--- src/rtl/muntjac_pkg.sv ---
// Shared Muntjac frontend types: reasons attached to a fetch redirect.
package muntjac_pkg;

  // Why the instruction fetcher is being steered to a new PC.
  typedef enum logic [2:0] {
    IF_PREFETCH     = 3'd0,
    IF_TRAP         = 3'd1,
    IF_MISPREDICT   = 3'd2,
    IF_FENCE_I      = 3'd3,
    IF_SATP_CHANGED = 3'd4
  } if_reason_e;

endpackage

--- src/rtl/muntjac_redirect_ctrl_if.sv ---
// Redirect request/response bundle between the redirect sources, the icache
// flush port and the instruction fetcher. "slave" is the controller side.
interface muntjac_redirect_ctrl_if #(
  parameter int unsigned XLEN = 64
);
  import muntjac_pkg::*;

  logic            trap_valid_i;
  logic            trap_ready_o;
  logic [XLEN-1:0] trap_pc_i;

  logic            mispred_valid_i;
  logic            mispred_ready_o;
  logic [XLEN-1:0] mispred_pc_i;

  logic            sys_valid_i;
  logic            sys_ready_o;
  logic [XLEN-1:0] sys_pc_i;
  if_reason_e      sys_reason_i;
  logic            sys_flush_i;
  logic            sys_done_o;

  logic            icache_flush_req_o;
  logic            icache_flush_ack_i;

  logic            redirect_valid_o;
  if_reason_e      redirect_reason_o;
  logic [XLEN-1:0] redirect_pc_o;

  modport slave (
    input  trap_valid_i, trap_pc_i,
    output trap_ready_o,
    input  mispred_valid_i, mispred_pc_i,
    output mispred_ready_o,
    input  sys_valid_i, sys_pc_i, sys_reason_i, sys_flush_i,
    output sys_ready_o, sys_done_o,
    input  icache_flush_ack_i,
    output icache_flush_req_o,
    output redirect_valid_o, redirect_reason_o, redirect_pc_o
  );

  modport master (
    output trap_valid_i, trap_pc_i,
    input  trap_ready_o,
    output mispred_valid_i, mispred_pc_i,
    input  mispred_ready_o,
    output sys_valid_i, sys_pc_i, sys_reason_i, sys_flush_i,
    input  sys_ready_o, sys_done_o,
    output icache_flush_ack_i,
    input  icache_flush_req_o,
    input  redirect_valid_o, redirect_reason_o, redirect_pc_o
  );

endinterface

--- src/rtl/muntjac_redirect_ctrl.sv ---
// Arbitrates trap, mispredict and system redirect requests and issues a
// single-cycle redirect to the fetcher, optionally preceded by an icache
// flush handshake for system requests.
module muntjac_redirect_ctrl
  import muntjac_pkg::*;
#(
  parameter int unsigned XLEN = 64
) (
  input  logic                    clk_i,
  input  logic                    rst_i,
  muntjac_redirect_ctrl_if.slave  bus
);

  typedef enum logic [1:0] {
    ST_IDLE  = 2'd0,
    ST_FLUSH = 2'd1,
    ST_ISSUE = 2'd2
  } state_e;

  // Fetch PCs are halfword aligned; bit 0 is always cleared.
  localparam logic [XLEN-1:0] PC_MASK = {{(XLEN-1){1'b1}}, 1'b0};

  state_e          state_q, state_d;
  logic            redirect_valid_q, redirect_valid_d;
  if_reason_e      redirect_reason_q, redirect_reason_d;
  logic [XLEN-1:0] redirect_pc_q, redirect_pc_d;
  logic            sys_done_q, sys_done_d;
  logic            flush_req_q, flush_req_d;
  // System request parked while the icache flush is in progress.
  logic [XLEN-1:0] pend_pc_q, pend_pc_d;
  if_reason_e      pend_reason_q, pend_reason_d;

  logic idle_s;
  logic trap_acc_s, mispred_acc_s, sys_acc_s;

  // Only the highest-priority valid source sees ready; nothing is accepted
  // while reset is asserted.
  assign idle_s            = (state_q == ST_IDLE) && !rst_i;
  assign bus.trap_ready_o    = idle_s;
  assign bus.mispred_ready_o = idle_s && !bus.trap_valid_i;
  assign bus.sys_ready_o     = idle_s && !bus.trap_valid_i && !bus.mispred_valid_i;

  assign trap_acc_s    = bus.trap_valid_i    && bus.trap_ready_o;
  assign mispred_acc_s = bus.mispred_valid_i && bus.mispred_ready_o;
  assign sys_acc_s     = bus.sys_valid_i     && bus.sys_ready_o;

  assign bus.redirect_valid_o   = redirect_valid_q;
  assign bus.redirect_reason_o  = redirect_reason_q;
  assign bus.redirect_pc_o      = redirect_pc_q;
  assign bus.sys_done_o         = sys_done_q;
  assign bus.icache_flush_req_o = flush_req_q;

  // Next state and next registered outputs; the redirect PC/reason only
  // change when a redirect is actually issued.
  always_comb begin
    state_d           = state_q;
    redirect_valid_d  = 1'b0;
    redirect_reason_d = redirect_reason_q;
    redirect_pc_d     = redirect_pc_q;
    sys_done_d        = 1'b0;
    flush_req_d       = 1'b0;
    pend_pc_d         = pend_pc_q;
    pend_reason_d     = pend_reason_q;

    case (state_q)
      ST_IDLE: begin
        if (trap_acc_s) begin
          state_d           = ST_ISSUE;
          redirect_valid_d  = 1'b1;
          redirect_pc_d     = bus.trap_pc_i & PC_MASK;
          redirect_reason_d = IF_TRAP;
        end else if (mispred_acc_s) begin
          state_d           = ST_ISSUE;
          redirect_valid_d  = 1'b1;
          redirect_pc_d     = bus.mispred_pc_i & PC_MASK;
          redirect_reason_d = IF_MISPREDICT;
        end else if (sys_acc_s) begin
          if (bus.sys_flush_i) begin
            state_d       = ST_FLUSH;
            flush_req_d   = 1'b1;
            pend_pc_d     = bus.sys_pc_i & PC_MASK;
            pend_reason_d = bus.sys_reason_i;
          end else begin
            state_d           = ST_ISSUE;
            redirect_valid_d  = 1'b1;
            sys_done_d        = 1'b1;
            redirect_pc_d     = bus.sys_pc_i & PC_MASK;
            redirect_reason_d = bus.sys_reason_i;
          end
        end else begin
          state_d = ST_IDLE;
        end
      end
      ST_FLUSH: begin
        if (bus.icache_flush_ack_i) begin
          state_d           = ST_ISSUE;
          redirect_valid_d  = 1'b1;
          sys_done_d        = 1'b1;
          redirect_pc_d     = pend_pc_q;
          redirect_reason_d = pend_reason_q;
        end else begin
          flush_req_d = 1'b1;
        end
      end
      ST_ISSUE: begin
        state_d = ST_IDLE;
      end
      default: begin
        state_d = ST_IDLE;
      end
    endcase
  end

  // State and output registers with synchronous reset.
  always_ff @(posedge clk_i) begin
    if (rst_i) begin
      state_q           <= ST_IDLE;
      redirect_valid_q  <= 1'b0;
      redirect_reason_q <= IF_PREFETCH;
      redirect_pc_q     <= {XLEN{1'b0}};
      sys_done_q        <= 1'b0;
      flush_req_q       <= 1'b0;
      pend_pc_q         <= {XLEN{1'b0}};
      pend_reason_q     <= IF_PREFETCH;
    end else begin
      state_q           <= state_d;
      redirect_valid_q  <= redirect_valid_d;
      redirect_reason_q <= redirect_reason_d;
      redirect_pc_q     <= redirect_pc_d;
      sys_done_q        <= sys_done_d;
      flush_req_q       <= flush_req_d;
      pend_pc_q         <= pend_pc_d;
      pend_reason_q     <= pend_reason_d;
    end
  end

endmodule

--- src/flat_wrapper.sv ---
// flat-port wrapper written by rule: the top's interface ports become plain ports
module muntjac_redirect_ctrl_flat import muntjac_pkg::*;
#(
  parameter int unsigned XLEN = 64
)
  (clk_i, rst_i, bus_trap_valid_i, bus_trap_pc_i, bus_trap_ready_o, bus_mispred_valid_i, bus_mispred_pc_i, bus_mispred_ready_o, bus_sys_valid_i, bus_sys_pc_i, bus_sys_reason_i, bus_sys_flush_i, bus_sys_ready_o, bus_sys_done_o, bus_icache_flush_ack_i, bus_icache_flush_req_o, bus_redirect_valid_o, bus_redirect_reason_o, bus_redirect_pc_o);
  muntjac_redirect_ctrl_if #(.XLEN(XLEN)) bus_i ();
  input  logic clk_i;
  input  logic rst_i;
  input wire logic [$bits(bus_i.trap_valid_i)-1:0] bus_trap_valid_i;
  input wire logic [$bits(bus_i.trap_pc_i)-1:0] bus_trap_pc_i;
  output wire logic [$bits(bus_i.trap_ready_o)-1:0] bus_trap_ready_o;
  input wire logic [$bits(bus_i.mispred_valid_i)-1:0] bus_mispred_valid_i;
  input wire logic [$bits(bus_i.mispred_pc_i)-1:0] bus_mispred_pc_i;
  output wire logic [$bits(bus_i.mispred_ready_o)-1:0] bus_mispred_ready_o;
  input wire logic [$bits(bus_i.sys_valid_i)-1:0] bus_sys_valid_i;
  input wire logic [$bits(bus_i.sys_pc_i)-1:0] bus_sys_pc_i;
  input wire logic [$bits(bus_i.sys_reason_i)-1:0] bus_sys_reason_i;
  input wire logic [$bits(bus_i.sys_flush_i)-1:0] bus_sys_flush_i;
  output wire logic [$bits(bus_i.sys_ready_o)-1:0] bus_sys_ready_o;
  output wire logic [$bits(bus_i.sys_done_o)-1:0] bus_sys_done_o;
  input wire logic [$bits(bus_i.icache_flush_ack_i)-1:0] bus_icache_flush_ack_i;
  output wire logic [$bits(bus_i.icache_flush_req_o)-1:0] bus_icache_flush_req_o;
  output wire logic [$bits(bus_i.redirect_valid_o)-1:0] bus_redirect_valid_o;
  output wire logic [$bits(bus_i.redirect_reason_o)-1:0] bus_redirect_reason_o;
  output wire logic [$bits(bus_i.redirect_pc_o)-1:0] bus_redirect_pc_o;
  assign bus_i.trap_valid_i = bus_trap_valid_i;
  assign bus_i.trap_pc_i = bus_trap_pc_i;
  assign bus_trap_ready_o = bus_i.trap_ready_o;
  assign bus_i.mispred_valid_i = bus_mispred_valid_i;
  assign bus_i.mispred_pc_i = bus_mispred_pc_i;
  assign bus_mispred_ready_o = bus_i.mispred_ready_o;
  assign bus_i.sys_valid_i = bus_sys_valid_i;
  assign bus_i.sys_pc_i = bus_sys_pc_i;
  assign bus_i.sys_reason_i = bus_sys_reason_i;
  assign bus_i.sys_flush_i = bus_sys_flush_i;
  assign bus_sys_ready_o = bus_i.sys_ready_o;
  assign bus_sys_done_o = bus_i.sys_done_o;
  assign bus_i.icache_flush_ack_i = bus_icache_flush_ack_i;
  assign bus_icache_flush_req_o = bus_i.icache_flush_req_o;
  assign bus_redirect_valid_o = bus_i.redirect_valid_o;
  assign bus_redirect_reason_o = bus_i.redirect_reason_o;
  assign bus_redirect_pc_o = bus_i.redirect_pc_o;
  muntjac_redirect_ctrl #(.XLEN(XLEN)) u_core (.clk_i(clk_i), .rst_i(rst_i), .bus(bus_i));
endmodule
--- config.mk ---
export PLATFORM = sky130hd
export DESIGN_NAME = muntjac_redirect_ctrl_flat
export DESIGN_NICKNAME = d
export VERILOG_FILES = /design/src/rtl/muntjac_pkg.sv /design/src/rtl/muntjac_redirect_ctrl_if.sv /design/src/rtl/muntjac_redirect_ctrl.sv /design/src/flat_wrapper.sv
export SDC_FILE = /design/constraint.sdc
export NUM_CORES = 1
export LEC_CHECK = 0
export ABC_AREA = 1
export BUFFER_PORTS_ARGS = -buffer_cell sky130_fd_sc_hd__buf_2
export CAP_MARGIN = 30
export CORE_MARGIN = 8
export CORE_UTILIZATION = 35
export DETAILED_ROUTE_END_ITERATION = 16
export PLACE_DENSITY = 0.63
export SLEW_MARGIN = 20
export SYNTH_ARGS = -nofsm -noshare
export SYNTH_HDL_FRONTEND = slang
export SYNTH_SLANG_ARGS = --single-unit
--- constraint.sdc ---
create_clock -name clk_i -period 2.2 [get_ports clk_i]
set_input_delay 0.44 -clock clk_i [delete_from_list [all_inputs] [get_ports clk_i]]
set_output_delay 0.44 -clock clk_i [all_outputs]
set_load 0.05 [all_outputs]
==> results of run 1 <==
## metrics by stage
step	util	total power, uW	setup slack, ps	instances
3_5_place_dp	0.421	4770	345	1949
6_report	0.446	7620	203	1981
2_1_floorplan	-	4170	95.7	1431
4_1_cts	0.446	7700	165	1980
3_3_place_gp	0.421	4760	349	1949
5_1_grt	0.446	8000	106	1981
## final cells by class
cell class | instances | share of cell area
antenna | 1 | 0.000241
multi-input combinational | 875 | 0.363
inverter | 328 | 0.119
tap | 319 | 0.0384
sequential | 137 | 0.264
clock buffer | 18 | 0.0413
timing repair buffer | 290 | 0.159
clock inverter | 13 | 0.0149
## placed cells by master, fill, tap and decap left out, types with 4 or more instances in the layout
| cell | netlist | routed |
|---|---|---|
| buf_2 | 34 | 270 |
| nand3_1 | 64 | 64 |
| clkinv_2 | 0 | 5 |
| nand3_2 | 4 | 4 |
| nand2_1 | 330 | 328 |
| inv_1 | 325 | 324 |
| nand4_1 | 66 | 66 |
| buf_12 | 0 | 12 |
| o21ai_1 | 9 | 8 |
| buf_4 | 11 | 8 |
| clkbuf_16 | 0 | 17 |
| nor2_1 | 271 | 271 |
| o21ai_0 | 125 | 125 |
| dfxtp_1 | 137 | 137 |
## critical path, cell delays in order (launching register included)
cell     delay, ps
dfxtp_1        390
nor2_4         180
nand3_2        110
nor2_4         150
buf_2          310
## registers in the layout, summed over array words and instances (netlist names)
signal and count:
u_core.state_q 2, u_core.bus.redirect_reason_o 3, u_core.pend_reason_q 3, u_core.bus.icache_flush_req_o 1, u_core.bus.redirect_pc_o 63, u_core.bus.redirect_valid_o 1
u_core.pend_pc_q 63, u_core.bus.sys_done_o 1
## routing by layer
layer | track usage | vias up | wire [um]
met5 | 0 | - | 13
met4 | 0.0539 | 2 | 333
met3 | 0.0401 | 25 | 1710
met2 | 0.352 | 274 | 14200
met1 | 0.245 | 4055 | 12900
li1 | - | 4678 | -
## worst paths after layout
kind | startpoint | to | slack, ps
worst max-delay path | u_core.state_q[1] | bus_sys_ready_o | 200
worst min-delay path | bus_sys_pc_i[51] | u_core.pend_pc_q[51] | 280
worst max register to register | u_core.state_q[1] | u_core.bus.redirect_pc_o[34] | 470
worst min register to register | u_core.pend_pc_q[36] | u_core.pend_pc_q[36] | 480
## where the power goes
| group | switching [uW] | leakage (uW) | internal (uW) |
|---|---|---|---|
| logic | 1360 | 0.00436 | 613 |
| clock network | 1140 | 0.000281 | 1770 |
| registers | 92.0 | 0.00112 | 2650 |
## logic make-up (layout without fill, tap and decap cells)
group | count (synthesis) | in the layout | synth area share
buffers and inverters | 419 | 649 | 0.209
AOI/OAI and AO/OA | 135 | 135 | 0.0824
other | 1 | 2 | 0.000458
and+or+nand+nor | 739 | 739 | 0.374
DFF | 137 | 137 | 0.335
## cell usage after synthesis, types with 4 or more instances
cell type  instances  area [sq um]
inv_1            325          1220
nor2_1           271          1020
nand2_1          330          1240
buf_2             34           170
buf_4             11          82.6
nand4_1           66           413
clkbuf_1          36           135
o21ai_0          125           626
nand3_2            4          40.0
o21ai_1            9          45.0
nand3_1           64           320
dfxtp_1          137          2740
buf_6              7          78.8
==> run summary, run 1 <==
status: finished, final reports clean
CTS H-Tree Depth: 4
hold-fix buffers at CTS: 0
final setup fails: 0
placed cell areas: 9800 sq um
Layout Skew: 7.35 ps
via count: 9034
highest clock rate: 501 MHz
CTS max path bufs: 2
crit path max fanout: 4
CP endpoint kind: output pin
multi-input logic area: 3770 sq um
Rows: 56
worst vdd ir: 0.000395 V
post-CTS sizing: 0
Final GP Congestion: 0.830
Fin Hold WS: 278 ps
clock sink total: 137
vias per inst: 4.56
WL/cell: 14.7 um
EDFF count, synth: 0
Worst slew margin: 0.527
GRT Overall Usage: 0.200
DIE AREA: 28600 sq um
I/O Buffers: 270
unrepaired setup endpoints after global routing: no
Area growth syn-to-layout: 26.7%
WP data arrival: 1560 ps
Post-synth ARST share: 0
Seq cells post-synth: 137
CP required: 1760 ps
total area of sequential cells: 2740 sq um
DPL Wire Length: 19.0 mm
Main synth FF type: dfxtp_1
post-route ant nets: 0
DRC errors left: 0
initial antenna violation count: 2
Mapped Cells: 1431
Distinct cells, synth: 21
Net Count, Synth: 1633
final hold vios: 0
vias in the first global route: 8712
CTS buffer count: 17
Leakage: 0.00577 uW
Initial DRC Count: 734
CTS root buf: clkbuf_16
fin. max-slew vios: 0
drt total wl: 29.2 mm
DIE WIDTH: 169 um
PwrDens: 734 nW/um^2
# fillers: 2551
TNS Setup: 0 ps
DR pass1 iterations: 5
largest net degree at the start of global routing: 133
post-CTS setup buffers: 0
Starting Density: 0.352
Clk pin slew, worst setup/hold paths: 60 ps
Tcrit/Tclk final: 0.908
WS Path Type: reg -> out
global-route wire length before repair: 46.0 mm
core area: 23300 sq um
min Tclk post-route: 2000 ps
die extent in y: 169 um
CP startpoint kind: register
mapped cell area: 8200 sq um
worst hold path depth: 3
register area share after synthesis: 0.335
Least-Margin Pin Slew: 709 ps
Top Ports: 275
NumNets Final: 1851
synth warn: 0
Design Area, Final: 10400 sq um
grt total ovfl: 0
mean area per synthesized cell: 5.73 sq um
fraction of layout cells with a size suffix above 1: 0.202
Skew-Pair Late Insertion Delay: 420 ps
Reg2Reg Depth: 9
Max-Cap Viols: 0
CTS tree: built
hold crit path type: in -> reg
Note: power is estimated with default switching activity, not from simulation.
==> inputs of run 2 (changes only) <==
CORE_UTILIZATION = 55   (was 35)
PLACE_DENSITY = 0.9   (was 0.63)
==> run summary, run 2 (synthesis results as in run 1) <==
core area: 14500 sq um
CP required: 1760 ps
post-CTS setup buffers: 0
commonest non-fill, non-tap cell in the layout: nand2_1
status: finished, final reports clean
post-CTS sizing: 0
initial antenna violation count: 4
WS Path Type: reg -> out
worst vdd ir: 0.000526 V
I/O Buffers: 270
WP data arrival: 1570 ps
CTS buffer count: 17
Initial DRC Count: 778
CP startpoint kind: register
DIE AREA: 19100 sq um
Max-Cap Viols: 0
unrepaired setup endpoints after global routing: no
Leakage: 0.00580 uW
vias in the first global route: 9129
min Tclk post-route: 2010 ps
most frequent cells in the layout: 328 x nand2_1, 324 x inv_1, 271 x nor2_1
global-route wire length before repair: 44.2 mm
post-route ant nets: 0
Layout Skew: 8.99 ps
Area growth syn-to-layout: 25.2%
fin. max-slew vios: 0
final hold vios: 0
PwrDens: 764 nW/um^2
Skew-Pair Late Insertion Delay: 420 ps
die extent in y: 138 um
hold crit path type: in -> reg
fraction of layout cells with a size suffix above 1: 0.202
largest net degree at the start of global routing: 76
Fin Hold WS: 283 ps
grt total ovfl: 0
NumNets Final: 1856
highest clock rate: 496 MHz
WL/cell: 14.6 um
vias per inst: 5.10
Top Ports: 275
DR pass1 iterations: 5
DPL Wire Length: 17.9 mm
Worst slew margin: 0.499
CTS tree: built
final setup fails: 0
drt total wl: 27.0 mm
DRC errors left: 0
Tcrit/Tclk final: 0.916
CP endpoint kind: output pin
Rows: 44
GRT Overall Usage: 0.276
CTS H-Tree Depth: 4
CTS root buf: clkbuf_16
crit path max fanout: 4
clock sink total: 137
via count: 9460
Least-Margin Pin Slew: 751 ps
CTS max path bufs: 2
TNS Setup: 0 ps
Starting Density: 0.564
Final GP Congestion: 0.884
DIE WIDTH: 138 um
Clk pin slew, worst setup/hold paths: 60 ps
hold-fix buffers at CTS: 0
[run 2: changes by cell type in the layout (fill, tap and decap cells not counted)]
cell,previous run,this run
buf_4,8,17
clkbuf_1,1,6
clkinvlp_4,3,0
buf_12,12,8
clkinv_2,5,1
bufinv_16,3,5
clkinv_4,2,1
diode_2,1,3
clkbuf_8,0,2
[run 2: worst paths after layout]
kind / start / endpoint / slack, ps / cells after the start
worst max-delay path: u_core.state_q[1] / bus_sys_ready_o / 190 / 4
worst min-delay path: bus_sys_pc_i[58] / u_core.pend_pc_q[58] / 280 / 3
worst max register to register: u_core.state_q[1] / u_core.bus.redirect_pc_o[10] / 440 / 9
worst min register to register: u_core.pend_pc_q[12] / u_core.pend_pc_q[12] / 480 / 2
[run 2: cell type report]
cell class | count | area (sq um)
Sequential cell | 137 | 2740
Clock inverter | 7 | 164
Tap cell | 184 | 230
Inverter | 328 | 1230
Antenna cell | 3 | 7.51
Clock buffer | 25 | 475
Multi-Input combinational cell | 875 | 3770
Timing Repair Buffer | 295 | 1640
Fill cell | 1230 | 4270
[run 2: stage by stage]
stage               cell area (sq um)  power [uW]  utilization  setup WS (ps)  std cells
floorplan                        8200        4170            -           95.7       1431
global placement                 9610        4690        0.662            317       1819
detailed placement               9610        4730        0.662            268       1819
CTS                             10300        7850        0.705            172       1851
global route                    10300        8170        0.706            135       1854
finish                          10300        7840        0.706            185       1854
[run 2: power by group]
part           switching (uW)  total [uW]  leakage [uW]  internal (uW)
clock network            1070        3140      0.000310           2080
logic                    1350        1960       0.00437            610
registers                90.5        2740       0.00112           2650
total                    2510        7840       0.00580           5340
[run 2: per-layer routing]
metal	vias up	GRT usage	routed length (um)
met5	-	0	13
met4	2	0.162	1240
met3	99	0.0675	2580
met2	534	0.454	12800
met1	4129	0.320	10400
li1	4696	-	-
[run 2: worst max-delay path, cell delays in order, from the launching register on]
cell	delay, ps
dfxtp_1	380
nor2_4	170
nand3_2	120
nor2_4	170
buf_2	310
==> inputs of run 3 (changes only) <==
ABC_AREA = unset   (was 1)
CORE_UTILIZATION = 52   (was 55)
==> run summary, run 3 <==
status: finished, final reports clean
Tcrit/Tclk final: 0.978
via count: 7011
Least-Margin Pin Slew: 677 ps
initial antenna violation count: 5
NumNets Final: 1206
crit-path cells: or4_4 -> inv_4 -> buf_2
simple-gate share of the synthesized area: 0.178
Top Ports: 275
adder-cell share of the synthesized area: 0
GRT Overall Usage: 0.263
CP required: 1760 ps
grt total ovfl: 0
CP delay by family, top: simple AND/OR/NAND/NOR gates
setup ws final: 48.8 ps
post-synth top area share: 0.418
max incr delay on CP: 560 ps
Rows: 41
CTS buffer count: 17
WP depth: 3
mapped cell area: 6560 sq um
Reg2Reg Depth: 6
DIE AREA: 16500 sq um
register area share after synthesis: 0.418
Clk pin slew, worst setup/hold paths: 50 ps
Leakage: 0.00401 uW
vias per inst: 5.90
WP data arrival: 1710 ps
M3 GR Usage: 0.0645
Overall Power: 7250 uW
CP startpoint kind: register
CTS tree: built
met1 Use GR: 0.284
Reg power frac: 0.379
area leader, netlist: dfxtp_1
WS Path Type: reg -> out
hold-fix buffers at CTS: 0
met2 usage: 0.447
EDFF count, synth: 0
total area of sequential cells: 2750 sq um
largest net degree at the start of global routing: 139
post-CTS setup buffers: 0
Area growth syn-to-layout: 32.5%
Final GP Congestion: 0.809
Starting Density: 0.526
Initial DRC Count: 657
Synth Area in XOR/XNOR: 0
DIE WIDTH: 128 um
die extent in y: 128 um
PwrDens: 834 nW/um^2
Worst slew margin: 0.549
fin. max-slew vios: 0
post-route ant nets: 0
Main synth FF type: dfxtp_1
Seq cells post-synth: 137
CTS H-Tree Depth: 4
synth top area cells: dfxtp_1 42%, o221a_2 11%, mux2i_1 9.6%
crit path max fanout: 5
Distinct cells, synth: 31
TNS Setup: 0 ps
multi-input logic area: 3480 sq um
FF-to-FF setup slack: 150 ps
clock sink total: 137
# fillers: 1020
count leader, synth: dfxtp_1
Logic pwr share: 0.256
worst hold path depth: 3
CTS root buf: clkbuf_16
final setup fails: 0
commonest non-fill, non-tap cell in the layout: buf_2
CP max-delay cell: or4_4
CP Buf/Inv Count: 2
Finished Layout Cells: 1188
Net Count, Synth: 977
Sw Pwr: 2290 uW
unrepaired setup endpoints after global routing: no
worst vdd ir: 0.000529 V
min Tclk post-route: 2150 ps
DRC errors left: 0
WL/cell: 18.8 um
highest clock rate: 465 MHz
largest family of logic cells by synthesized area: compound AO/OA/AOI/OAI gates
Setup Slack @ Placement: 45.1 ps
drt total wl: 22.4 mm
synth warn: 0
Pint: 4960 uW
fraction of layout cells with a size suffix above 1: 0.388
Post-synth ARST share: 0
DR pass1 iterations: 5
Synth Area in Compound Gates: 0.247
Skew-Pair Late Insertion Delay: 410 ps
Layout Skew: 8.73 ps
final hold vios: 0
global-route wire length before repair: 34.7 mm
mean area per synthesized cell: 8.47 sq um
core area: 12500 sq um
DPL Wire Length: 14.9 mm
sw frac: 0.316
Synth top cells by count: 137 x dfxtp_1, 134 x nand2_1, 74 x a21oi_1
vias in the first global route: 7077
Max-Cap Viols: 0
hold crit path type: in -> reg
Most Used Layer, Global Route: met2
CP endpoint kind: output pin
most frequent cells in the layout: 268 x buf_2, 135 x dfxtp_1, 134 x nand2_1
Clock power frac: 0.365
I/O Buffers: 270
dpl cells: 1157
Mapped Cells: 775
CTS max path bufs: 2
mux contribution to synthesized area: 0.0961
-- run 3: cell families (layout without fill, tap and decap cells) --
| logic type | count (synthesis) | after routing |
|---|---|---|
| buf+inv | 83 | 321 |
| flops | 137 | 137 |
| simple gates | 281 | 281 |
| compound gates | 210 | 210 |
| other cells | 1 | 4 |
| mux | 63 | 63 |
-- run 3: metal layers --
layer | part of all wire | wire, um
met1 | 0.38 | 8430
met2 | 0.50 | 11200
met3 | 0.078 | 1750
met4 | 0.045 | 1020
met5 | 0.00094 | 21
-- run 3: cell type report --
class | count | share of cell area
multi-input cells | 555 | 0.400
clock inverters | 3 | 0.00461
inverters | 2 | 0.00115
well taps | 172 | 0.0248
repair buffers | 291 | 0.194
flip-flops and latches | 137 | 0.316
diodes | 3 | 0.000864
clock buffers | 25 | 0.0582
-- run 3: path summary, 6_finish.rpt --
check | from | endpoint
setup reg to reg | u_core.state_q[1] | u_core.bus.redirect_pc_o[56]
hold / removal | bus_sys_reason_i[2] | u_core.pend_reason_q[2]
hold reg to reg | u_core.pend_pc_q[44] | u_core.pend_pc_q[44]
setup / recovery | u_core.state_q[0] | bus_mispred_ready_o
-- run 3: timing repair --
action | 4_1_cts | 5_1_grt
gates resized for setup | 0 | 2
hold endpoints to repair | 0 | 0
setup endpoints to repair | 0 | 37
-- run 3: power by group through the flow --
stage | combinational, uW | sequential [uW] | clock, uW
2_1_floorplan | 700 | 3340 | 0
3_3_place_gp | 1810 | 2790 | 0
3_5_place_dp | 1840 | 2790 | 0
4_1_cts | 1850 | 2740 | 2680
5_1_grt | 1970 | 2770 | 2790
6_report | 1860 | 2750 | 2650
-- run 3: worst reg2reg max path: stages, from the launching register on --
cell and delay [ps]:
dfxtp_2 330, buf_4 320, buf_4 560, a21oi_4 100, buf_12 210, o221a_2 240
nor3_1 200
-- run 3: metrics by stage --
step / hold WS, ps / cell area [sq um] / util
final: 275 / 8690 / 0.697
after global routing: 268 / 8690 / 0.697
after CTS: 257 / 8680 / 0.696
after detailed placement: 447 / 8130 / 0.652
after global placement: 441 / 8130 / 0.652
after floorplan: 437 / 6570 / -
